==> config.mk <==
export PLATFORM = sky130hd
export DESIGN_NAME = pkt_buf_ctrl
export DESIGN_NICKNAME = d
export VERILOG_FILES = /design/src/rtl/pkt_buf_ctrl_pkg.sv /design/src/rtl/pkt_buf_ctrl_rd_pipe.sv /design/src/rtl/pkt_buf_ctrl.sv
export SDC_FILE = /design/constraint.sdc
export NUM_CORES = 1
export LEC_CHECK = 0
export BUFFER_PORTS_ARGS = -buffer_cell sky130_fd_sc_hd__buf_2
export CAP_MARGIN = 15
export CORE_MARGIN = 5
export CORE_UTILIZATION = 55
export DETAILED_ROUTE_END_ITERATION = 10
export PLACE_DENSITY = 0.85
export SLEW_MARGIN = 40
export SYNTH_ARGS = -nofsm -noshare
export SYNTH_HDL_FRONTEND = slang
export SYNTH_SLANG_ARGS = --single-unit
==> constraint.sdc <==
create_clock -name clk -period 2.5 [get_ports clk]
set_input_delay 0.125 -clock clk [delete_from_list [all_inputs] [get_ports clk]]
set_output_delay 0.125 -clock clk [all_outputs]
set_load 0.01 [all_outputs]
==> src/rtl/pkt_buf_ctrl_pkg.sv <==
// rtl/pkt_buf_ctrl_pkg.sv - shared state encoding and default widths for the packet buffer controller
package pkt_buf_ctrl_pkg;

  typedef enum logic [1:0] {
    ST_IDLE = 2'd0,
    ST_RECV = 2'd1,
    ST_PROC = 2'd2,
    ST_SEND = 2'd3
  } state_e;

  localparam int DEF_ADDR_WIDTH = 8;
  localparam int DEF_CTRL_WIDTH = 8;

endpackage

==> src/rtl/pkt_buf_ctrl_rd_pipe.sv <==
// rtl/pkt_buf_ctrl_rd_pipe.sv - read pointer, issue gating and one-cycle out_wr pipeline for draining
module pkt_buf_ctrl_rd_pipe
  import pkt_buf_ctrl_pkg::*;
#(
  parameter int ADDR_WIDTH = DEF_ADDR_WIDTH
) (
  input  logic                  clk,
  input  logic                  reset,
  input  logic                  start,
  input  logic                  active,
  input  logic                  out_rdy,
  input  logic [ADDR_WIDTH-1:0] pkt_last,
  output logic [ADDR_WIDTH-1:0] rptr,
  output logic                  out_wr,
  output logic                  done
);

  logic [ADDR_WIDTH-1:0] rptr_q, rptr_d;
  logic                  last_issued_q, last_issued_d;
  logic                  out_wr_q, out_wr_d;
  logic                  issue;

  // A flag rather than rptr <= pkt_last, so a packet ending at the top address cannot wrap.
  assign issue = active & out_rdy & ~last_issued_q;

  always_ff @(posedge clk) begin
    if (reset) begin
      rptr_q        <= '0;
      last_issued_q <= 1'b0;
      out_wr_q      <= 1'b0;
    end else begin
      rptr_q        <= rptr_d;
      last_issued_q <= last_issued_d;
      out_wr_q      <= out_wr_d;
    end
  end

  always_comb begin
    rptr_d        = rptr_q;
    last_issued_d = last_issued_q;
    out_wr_d      = issue;
    if (start) begin
      rptr_d        = '0;
      last_issued_d = 1'b0;
    end else if (issue) begin
      rptr_d = rptr_q + ADDR_WIDTH'(1);
      if (rptr_q == pkt_last) last_issued_d = 1'b1;
    end
  end

  assign rptr   = rptr_q;
  assign out_wr = out_wr_q;
  assign done   = active & last_issued_q & out_wr_q;

endmodule

==> src/rtl/pkt_buf_ctrl.sv <==
// rtl/pkt_buf_ctrl.sv - single-packet CPU buffer controller: network fill, CPU handoff, downstream drain
module pkt_buf_ctrl
  import pkt_buf_ctrl_pkg::*;
#(
  parameter int ADDR_WIDTH = DEF_ADDR_WIDTH,
  parameter int CTRL_WIDTH = DEF_CTRL_WIDTH
) (
  input  logic                  clk,
  input  logic                  reset,
  input  logic                  in_wr,
  input  logic [CTRL_WIDTH-1:0] in_ctrl,
  output logic                  in_rdy,
  input  logic                  out_rdy,
  output logic                  out_wr,
  input  logic                  cpu_done,
  input  logic                  cpu_wen,
  input  logic [ADDR_WIDTH-1:0] cpu_addr,
  output logic                  mem_wen,
  output logic [ADDR_WIDTH-1:0] mem_waddr,
  output logic [ADDR_WIDTH-1:0] mem_raddr,
  output logic                  cpu_sel,
  output logic [ADDR_WIDTH-1:0] pkt_last,
  output logic                  ovf_err
);

  localparam logic [ADDR_WIDTH-1:0] TOP_ADDR = '1;

  state_e                state_q, state_d;
  logic [ADDR_WIDTH-1:0] wptr_q, wptr_d;
  logic [ADDR_WIDTH-1:0] pkt_last_q, pkt_last_d;
  logic                  ovf_err_q, ovf_err_d;
  logic                  cpu_sel_q, cpu_sel_d;
  logic                  full_q, full_d;
  logic                  seen_zero_q, seen_zero_d;

  logic                  net_wen, ctrl_zero, is_eop, at_top;
  logic                  rd_start, rd_done;
  logic [ADDR_WIDTH-1:0] rptr;

  // EOP needs a data word (ctrl == 0) earlier in the packet, so module headers never end it.
  assign ctrl_zero = (in_ctrl == '0);
  assign is_eop    = seen_zero_q & ~ctrl_zero;
  assign at_top    = (wptr_q == TOP_ADDR);
  assign rd_start  = (state_q == ST_PROC) & cpu_done;

  pkt_buf_ctrl_rd_pipe #(.ADDR_WIDTH(ADDR_WIDTH)) u_rd_pipe (
    .clk      (clk),
    .reset    (reset),
    .start    (rd_start),
    .active   (state_q == ST_SEND),
    .out_rdy  (out_rdy),
    .pkt_last (pkt_last_q),
    .rptr     (rptr),
    .out_wr   (out_wr),
    .done     (rd_done)
  );

  always_ff @(posedge clk) begin
    if (reset) begin
      state_q     <= ST_IDLE;
      wptr_q      <= '0;
      pkt_last_q  <= '0;
      ovf_err_q   <= 1'b0;
      cpu_sel_q   <= 1'b0;
      full_q      <= 1'b0;
      seen_zero_q <= 1'b0;
    end else begin
      state_q     <= state_d;
      wptr_q      <= wptr_d;
      pkt_last_q  <= pkt_last_d;
      ovf_err_q   <= ovf_err_d;
      cpu_sel_q   <= cpu_sel_d;
      full_q      <= full_d;
      seen_zero_q <= seen_zero_d;
    end
  end

  always_comb begin
    state_d     = state_q;
    wptr_d      = wptr_q;
    pkt_last_d  = pkt_last_q;
    ovf_err_d   = ovf_err_q;
    full_d      = full_q;
    seen_zero_d = seen_zero_q;
    case (state_q)
      ST_IDLE: begin
        wptr_d      = '0;
        full_d      = 1'b0;
        seen_zero_d = 1'b0;
        if (net_wen) begin
          state_d     = ST_RECV;
          wptr_d      = ADDR_WIDTH'(1);
          seen_zero_d = ctrl_zero;
        end
      end
      ST_RECV: begin
        if (net_wen) begin
          seen_zero_d = seen_zero_q | ctrl_zero;
          if (at_top) full_d = 1'b1;
          else        wptr_d = wptr_q + ADDR_WIDTH'(1);
          if (is_eop || at_top) begin
            state_d    = ST_PROC;
            pkt_last_d = wptr_q;
            if (!is_eop) ovf_err_d = 1'b1;
          end
        end
      end
      ST_PROC: if (cpu_done) state_d = ST_SEND;
      ST_SEND: begin
        if (rd_done) begin
          state_d = ST_IDLE;
          wptr_d  = '0;
          full_d  = 1'b0;
        end
      end
      default: state_d = ST_IDLE;
    endcase
    cpu_sel_d = (state_d == ST_PROC);
  end

  always_comb begin
    in_rdy    = ((state_q == ST_IDLE) || (state_q == ST_RECV)) & ~full_q;
    net_wen   = in_wr & in_rdy;
    mem_wen   = cpu_sel_q ? cpu_wen : net_wen;
    mem_waddr = cpu_sel_q ? cpu_addr : wptr_q;
    mem_raddr = (state_q == ST_SEND) ? rptr : cpu_addr;
  end

  assign cpu_sel  = cpu_sel_q;
  assign pkt_last = pkt_last_q;
  assign ovf_err  = ovf_err_q;

endmodule

==> results of run 1 <==
## power by group
group / internal [W] / switching, W
sequential: 0.000512 / 0.00000583
clock: 0.000210 / 0.000183
combinational: 0.0000367 / 0.0000365
## state kept, by name (all words and copies together), names as in the netlist
signal                   count
cpu_sel                      1
wptr_q                       8
state_q                      2
full_q                       1
u_rd_pipe.rptr               8
seen_zero_q                  1
u_rd_pipe.last_issued_q      1
pkt_last                     8
u_rd_pipe.out_wr             1
ovf_err                      1
## stage by stage
step                      worst slack (ns)  util (%)  cell area, um2  power (W)
after global routing                0.3979     68.59            2128   0.001022
final                               0.5265     68.59            2128  0.0009835
after floorplan                     0.7872         -            1799  0.0005702
after CTS                           0.5227     68.59            2128  0.0009902
after global placement              0.7429     66.13            2052  0.0006015
after detailed placement            0.6764     66.13            2052  0.0006025
## layer usage
layer,vias to the layer above,GRT usage (%),share of wire (%)
li1,809,-,-
met1,749,26.58,46
met2,61,31.53,45
met3,7,4.659,8.0
met4,0,8.861,1.7
met5,-,0,0
## cells by family (layout without fill, tap and decap cells)
kind of cell               count (synthesis)  in the layout  synth area share (%)
AOI/OAI and AO/OA                         35             35                 12.80
xor gates and xnor gates                  14             14                 6.815
adders and majority gates                  2              2                 1.391
buffers and inverters                     12             59                 3.129
DFF                                       32             32                 35.60
muxes                                     26             26                 15.65
and+or+nand+nor                           76             76                 24.62
## layout make-up
class | instances | area (um2) | share of cell area [%]
Clock buffer | 6 | 41.29 | 1.940
Timing Repair Buffer | 50 | 250.2 | 11.76
Tap cell | 44 | 55.05 | 2.587
Multi-Input combinational cell | 153 | 1102 | 51.79
Inverter | 1 | 3.754 | 0.1764
Sequential cell | 32 | 640.6 | 30.10
Clock inverter | 2 | 35.03 | 1.646
## worst register-to-register path: stages (launching register included)
cell	delay, ns
dfxtp_1	0.37
ha_1	0.27
and3_1	0.22
and3_1	0.29
or4_1	0.50
a21boi_1	0.14
## how the worst max path moves through the flow
| stage | from | endpoint | slack [ns] | cells after the start |
|---|---|---|---|---|
| 2_1_floorplan | wptr_q[0] | wptr_q[5] | 0.79 | 6 |
| 3_3_place_gp | wptr_q[0] | wptr_q[5] | 0.74 | 5 |
| 3_5_place_dp | state_q[1] | wptr_q[5] | 0.68 | 4 |
| 4_1_cts | state_q[1] | mem_raddr[6] | 0.52 | 3 |
| 5_1_grt | state_q[1] | mem_raddr[1] | 0.40 | 3 |
| 6_report | state_q[1] | mem_raddr[6] | 0.53 | 3 |
## layout by cell type (no fill, tap or decap), types with 3 or more instances in the layout
cell       n
xor2_1    11
a21oi_1   10
or2b_1     4
clkbuf_4   5
dfxtp_1   32
mux2_2    17
and3_1     3
xnor2_1    3
o31ai_1    3
nand2_1    9
buf_2     50
nand3_1    5
nand2b_1  14
o21ai_0    7
mux2i_1    9
nor3_1     4
nand4_1    4
nor2_1    11
nor4_1     6
==> results.toml, run 1 <==
[worst_setup_path]
reg2reg_to = "wptr_q[5]"
cp-end-kind = "primary output"
crit_type = "flip-flop to primary output"
rr_startpoint = "wptr_q[0]"
critPathSlowestCell = "dfxtp_1"
crit_required_ns = 2.38
start_kind = "flip-flop"
reg2reg_depth = 5
crit_family = "flip-flops"
arrival_ns = 1.85
rrSetupSlack_ns = 0.65
slowest_delay_ns = 0.62
crit_buf_inv = 1
path_max_fanout = 16
path_cells = "nand2_1, mux2_2, buf_2"

[route]
wl_um = 4235
drt_first_pass_iters = 4
viasPerCell = 5.646
drt-initial-drc-count = 139
detail-route-antenna-nets = 0
drc = 0
wl_per_cell_um = 14.70
vias = 1626

[logic_synthesis]
postSynthAreaPerCell_um2 = 9.133
synthCells = 197
synth_top_area_share_pct = 35.61
synth.most_common_cell = "dfxtp_1"
ys_warn_count = 0
seq_area_frac_synth_pct = 35.61
synth_edf_count = 0
synth.ff_latch_count = 32
synthArstFlopShare_pct = 0
syn-num-nets = 221
synth_cell_types = 45
yosysTopAreaCell = "dfxtp_1"
synth_common_cells = "dfxtp_1 (32), mux2_2 (17), nand2b_1 (14)"
ys.flop_type = "dfxtp_1"
syn_area_um2 = 1799
synthTopCellsByArea = "dfxtp_1 (36%), mux2_2 (11%), xor2_1 (5.4%)"

[clocking]
htree_levels = 2
cts_resized = 0
clock-sinks = 32
cts_tree = "done"
ctsHoldBuffers = 0
max-clock-path-buffers = 2
clk_pin_slew_ns = 0.09
clk_latency_ns = 0.35
post-cts-setup-buffer-count = 0
root_buffer = "clkbuf_4"
cts_buffers = 5

[placed_design]
gp_congestion = 0.8898
placed_cells = 280
dp_hpwl_um = 3215
io_buffers = 50

[sta]
rsz0062_at_grt = "false"
finalHoldViolations = 0
tightest_slew_ns = 0.7328
fmax_mhz = 506.7
max_slew_margin_pct = 50.77
whs_ns = 0.07561
period_share_pct = 78.94
setup_violations = 0
fin_skew_ns = 0.01509
tns_ns = 0
period_minus_slack_ns = 1.973
maxSlewViolCount = 0

[floorplanning]
row_count = 20
die_height_um = 67.20
die_w_um = 67.20
dieArea_um2 = 4515
start_util_pct = 57.98
core-area_um2 = 3103
io_pins = 51

[cells_and_area]
fin_cells = 288
drive_above_1_share_pct = 31.56
antennaDiodeCount = 0
area_growth_pct = 18.29
nNetsFinal = 267
fill_cells = 278

[global_route]
gr-total-overflow = 0
grt_pass1_wl_um = 6803
antenna_found_initial = 0
grt_max_degree = 28
grt_pass1_vias = 1463
groute.usage.overall_pct = 20.22

[power]
power_density_nw_per_um2 = 462.1
ir_drop_mv = 0.2675
power.leakage_nw = 0.9135

[worst_hold_path]
hold_end = "seen_zero_q"
worstHoldPathCells = 4
hold_class = "input port to flip-flop"
min-delay-start = "in_ctrl[2]"

[status]
status = "completed"

[flow_run]
cap_violations = 0
No activity file was read; power rests on OpenSTA's default activity.
==> run 2, diff against run 1 <==
--- a/config.mk
+++ b/config.mk
@@ -8,9 +8,9 @@
 export BUFFER_PORTS_ARGS = -buffer_cell sky130_fd_sc_hd__buf_2
 export CAP_MARGIN = 15
 export CORE_MARGIN = 5
-export CORE_UTILIZATION = 55
+export CORE_UTILIZATION = 47
 export DETAILED_ROUTE_END_ITERATION = 10
-export PLACE_DENSITY = 0.85
+export PLACE_DENSITY = 0.77
 export SLEW_MARGIN = 40
 export SYNTH_ARGS = -nofsm -noshare
 export SYNTH_HDL_FRONTEND = slang
==> constraint.sdc (replaced) <==
create_clock -name clk -period 1.6 [get_ports clk]
set_input_delay 0.08 -clock clk [delete_from_list [all_inputs] [get_ports clk]]
set_output_delay 0.08 -clock clk [all_outputs]
set_load 0.01 [all_outputs]
==> results.toml, run 2 (synthesized netlist as in run 1, its figures left out) <==
[sta]
fmax_mhz = 610.2
fin_ws_ns = -0.03879
finalHoldViolations = 0
fin_skew_ns = 0.003247
period_minus_slack_ns = 1.639
whs_ns = 0.08844
setup_violations = 1
tightest_slew_ns = 0.5078
period_share_pct = 102.4
rsz0062_at_grt = "true"
max_slew_margin_pct = 65.84
maxSlewViolCount = 0

[placed_design]
gp_congestion = 0.8754
dp_slack_ns = 0.008857
post_dp_cell_area_um2 = 2225
placed_cells = 303
dp_hpwl_um = 3568
io_buffers = 50

[cells_and_area]
fill_cells = 319
fin_cells = 313
antennaDiodeCount = 0
layout_commonest_cell = "buf_2"
area_growth_pct = 31.57
drive_above_1_share_pct = 41.13
seq_area_um2 = 645.6
final_cell_mix = "buf_2 (50), dfxtp_1 (28), buf_4 (22)"
nNetsFinal = 289
multi_input_area_um2 = 1146
final_area_um2 = 2367

[power]
ir_drop_mv = 0.5443
total_power_w = 0.001628
power.leakage_nw = 1.038
power_density_nw_per_um2 = 687.7

[worst_setup_path]
rr_startpoint = "full_q"
arrival_ns = 1.86
rrSetupSlack_ns = -0.04
path_max_fanout = 6
cp-end-kind = "flip-flop"
reg2reg_depth = 4
critPathSlowestCell = "or4_1"
path_cells = "or2b_1, a221o_1, or4_1, a21boi_1"
crit_type = "flip-flop to flip-flop"
reg2reg_to = "wptr_q[5]"
crit_required_ns = 1.82
start_kind = "flip-flop"
crit_start = "full_q"
crit_path_end = "wptr_q[5]"
slowest_delay_ns = 0.43

[route]
wl_per_cell_um = 15.21
vias = 1730
viasPerCell = 5.527
drc = 0
detail-route-antenna-nets = 0
drt_first_pass_iters = 4
drt-initial-drc-count = 103
wl_um = 4760

[status]
status = "complete, but fails checks"
failed_checks = "negative setup slack"

[floorplanning]
die_w_um = 71.87
core-area_um2 = 3689
io_pins = 51
start_util_pct = 48.78
die_height_um = 71.87
dieArea_um2 = 5165
row_count = 22

[global_route]
antenna_found_initial = 0
gr-total-overflow = 0
grt_pass1_wl_um = 7610
grt_pass1_vias = 1611
grt_max_degree = 28
groute.usage.overall_pct = 19.01

[clocking]
clk_latency_ns = 0.29
cts_buffers = 5
max-clock-path-buffers = 2
htree_levels = 2
root_buffer = "clkbuf_8"
cts_tree = "done"
clk_pin_slew_ns = 0.07
clock-sinks = 32

[worst_hold_path]
min-delay-start = "in_ctrl[2]"
hold_class = "input port to flip-flop"

[flow_run]
cap_violations = 0
run 2: per-stage QoR:
stage | utilization, % | setup TNS [ns]
after floorplan | - | 0
after global placement | 60.31 | 0
after detailed placement | 60.31 | 0
after CTS | 63.13 | 0
after global routing | 64.18 | -0.1035
final | 64.18 | -0.03879
run 2: final cells by class:
class | count | area share, %
Multi-Input combinational cell | 153 | 48.41
Sequential cell | 32 | 27.27
Timing Repair Buffer | 72 | 17.55
Clock buffer | 7 | 4.070
Tap cell | 48 | 2.537
Inverter | 1 | 0.1586
run 2: worst min path at each step:
stage	endpoint	slack (ns)	cells after the start
5_1_grt	seen_zero_q	0.13	4
2_1_floorplan	cpu_sel	0.27	2
3_5_place_dp	seen_zero_q	0.39	4
3_3_place_gp	seen_zero_q	0.39	4
4_1_cts	seen_zero_q	0.09	4
6_report	seen_zero_q	0.09	4
run 2: timing repair:
item | in CTS | in global routing
hold buffers | 0 | 0
buffers inserted | 0 | 3
setup endpoints to repair | 9 | 15
pin swaps | 0 | 2
resized for setup | 3 | 5
run 2: routing by layer:
metal	track usage [%]	share of wire (%)
met5	0	0
met1	24.45	44
met4	6.681	1.2
met3	4.909	6.5
met2	30.71	49
run 2: power by group:
group	switching (W)	internal [W]	leakage (nW)
Clock	0.000299	0.000383	0.0503
Sequential	0.00000468	0.000801	0.260
Combinational	0.0000691	0.0000706	0.728
Total	0.000373	0.00125	1.04
run 2: critical path: cells and delay by family, from the launching register on:
family / cells / cell delay (ns)
AND/OR/NAND/NOR: 2 / 0.70
flip-flops: 1 / 0.33
AO/OA/AOI/OAI: 2 / 0.55
==> run 3, diff against run 2 <==
--- a/config.mk
+++ b/config.mk
@@ -6,12 +6,11 @@
 export NUM_CORES = 1
 export LEC_CHECK = 0
 export BUFFER_PORTS_ARGS = -buffer_cell sky130_fd_sc_hd__buf_2
-export CAP_MARGIN = 15
 export CORE_MARGIN = 5
-export CORE_UTILIZATION = 47
+export CORE_UTILIZATION = 46
 export DETAILED_ROUTE_END_ITERATION = 10
-export PLACE_DENSITY = 0.77
-export SLEW_MARGIN = 40
+export PLACE_DENSITY = 0.76
 export SYNTH_ARGS = -nofsm -noshare
 export SYNTH_HDL_FRONTEND = slang
+export SYNTH_HIERARCHICAL = 1
 export SYNTH_SLANG_ARGS = --single-unit
==> results.toml, run 3 <==
[sta]
tns_ns = -0.008209
finalHoldViolations = 0
max_slew_margin_pct = 66.19
fmax_mhz = 623.3
period_share_pct = 100.3
fin_ws_ns = -0.004381
maxSlewViolCount = 0
setup_violations = 2
tightest_slew_ns = 0.5042
fin_skew_ns = 0.004464
rsz0062_at_grt = "true"
period_minus_slack_ns = 1.604

[worst_setup_path]
cp-end-kind = "flip-flop"
path_max_fanout = 6
rr_startpoint = "state_q[0]"
crit_start = "state_q[0]"
critPathSlowestCell = "dfxtp_4"
path_cells = "nand2_8, inv_4, and3_4, and3_4, nor2_2, a21oi_1, mux2_4"
rrSetupSlack_ns = -0.004
slowest_delay_ns = 0.36
arrival_ns = 1.77
crit_path_frequent_cell = "and3_4"
crit_required_ns = 1.77
start_kind = "flip-flop"
reg2reg_to = "wptr_q[7]"
crit_type = "flip-flop to flip-flop"
reg2reg_depth = 7

[worst_hold_path]
min-delay-start = "reset"
hold_class = "input port to flip-flop"
hold_end = "wptr_q[1]"
worstHoldPathCells = 2

[power]
power.leakage_nw = 1.090
total_power_w = 0.001680
power_density_nw_per_um2 = 673.6
ir_drop_mv = 0.4767

[cells_and_area]
multi_input_area_um2 = 1139
nNetsFinal = 310
fill_cells = 302
final_cell_mix = "buf_2 (50), buf_4 (32), dfxtp_1 (29)"
final_area_um2 = 2494
fin_cells = 335
area_growth_pct = 39.18
antennaDiodeCount = 0
layout_commonest_cell = "buf_2"
drive_above_1_share_pct = 45.30
seq_area_um2 = 649.4

[placed_design]
post_dp_cell_area_um2 = 2301
io_buffers = 50
dp_slack_ns = -0.06059
dp_hpwl_um = 3789
placed_cells = 323
gp_congestion = 0.8904

[floorplanning]
die_height_um = 72.41
start_util_pct = 48.22
row_count = 22
core-area_um2 = 3716
die_w_um = 72.41
io_pins = 51
dieArea_um2 = 5243

[logic_synthesis]
yosysTopAreaCell = "dfxtp_1"
synth_common_cells = "dfxtp_1 (32), nand2_1 (24), nor2_1 (17)"
synthTopCellsByArea = "dfxtp_1 (36%), mux2_2 (10%), nand2_1 (5.0%)"
synthArstFlopShare_pct = 0
synth.ff_latch_count = 32
synth.most_common_cell = "dfxtp_1"
syn_area_um2 = 1792
ys.flop_type = "dfxtp_1"
ys_warn_count = 6
synthCells = 203
seq_area_frac_synth_pct = 35.75
synth_top_area_share_pct = 35.75
synth_edf_count = 0
syn-num-nets = 227
postSynthAreaPerCell_um2 = 8.826
synth_cell_types = 42

[global_route]
groute.usage.overall_pct = 20.36
grt_max_degree = 19
grt_pass1_vias = 1799
gr-total-overflow = 0
antenna_found_initial = 0
grt_pass1_wl_um = 8452

[route]
viasPerCell = 5.394
drt_first_pass_iters = 4
drc = 0
drt-initial-drc-count = 69
detail-route-antenna-nets = 0
wl_um = 5079
wl_per_cell_um = 15.16
vias = 1807

[clocking]
clk_pin_slew_ns = 0.07
cts_buffers = 5
cts_tree = "done"
clk_latency_ns = 0.28
clock-sinks = 32
htree_levels = 2
ctsHoldBuffers = 0
root_buffer = "clkbuf_8"
max-clock-path-buffers = 2

[status]
failed_checks = "negative setup slack"
status = "complete, but fails checks"

[flow_run]
cap_violations = 0
run 3: cell types whose count changed in the layout (fill, tap and decap cells not counted), sizes merged, moves of 4 or more:
cell,change
nand2,+15
and3,+4
nand2b,-13
nor2,+6
xnor2,+5
buf,+13
inv,+5
or2b,-4
nor4,-6
a21boi,-4
nand4,+4
run 3: stage by stage:
stage	utilization [%]	hold slack, ns
floorplan	-	0.1516
global placement	61.92	0.3890
detailed placement	61.92	0.3888
CTS	65.69	0.09476
global route	67.10	0.09776
finish	67.10	0.08931
run 3: layer usage:
metal / part of all wire (%) / wire length (um) / GRT usage [%] / vias up
met2: 49 / 2510 / 34.88 / 38
met4: 0.75 / 38 / 4.918 / 0
met5: 0 / 0 / 0 / -
met1: 45 / 2301 / 26.33 / 873
li1: - / - / - / 891
met3: 4.5 / 230 / 3.878 / 5
run 3: area by class of cell:
class                      count  area share, %
multi-input combinational    155          45.66
sequential                    32          26.04
timing repair buffer          85          21.02
clock buffer                   6          3.312
tap                           48          2.408
inverter                       7          1.154
clock inverter                 2         0.4014
run 3: where the power goes:
part | switching [W] | internal, W | total [W]
logic | 0.000109 | 0.000110 | 0.000219
registers | 0.00000675 | 0.000802 | 0.000809
clock network | 0.000309 | 0.000343 | 0.000652
total | 0.000425 | 0.00125 | 0.00168
run 3: logic make-up after synthesis:
logic type               after synthesis  share of synthesized area [%]
flip-flops                            32                          35.75
AND/OR/NAND/NOR                       76                          21.93
buffers and inverters                 16                          4.748
XOR/XNOR                              16                          7.822
AO/OA/AOI/OAI                         37                          13.83
adder cells (fa/ha/maj)                2                          1.396
multiplexers                          24                          14.53
run 3: critical path, delay by kind of cell, from the launching register on:
kind	cells	cell delay (ns)
AO/OA/AOI/OAI	1	0.13
buffers and inverters	1	0.03
flip-flops	1	0.36
multiplexers	1	0.31
AND/OR/NAND/NOR	4	0.66
run 3: worst max path at each step:
stage	end	slack [ns]	depth (start not counted)
3_5_place_dp	wptr_q[5]	-0.06	7
2_1_floorplan	wptr_q[5]	-0.17	9
3_3_place_gp	wptr_q[5]	-0.02	7
5_1_grt	wptr_q[6]	-0.04	7
6_report	wptr_q[7]	-0.004	7
4_1_cts	mem_wen	-0.03	5
run 3: what timing repair did:
action                                  CTS  global route
gates resized for setup                  10            12
pin swaps                                 1             3
endpoints found under the setup margin    7            18
setup buffers                             3             1
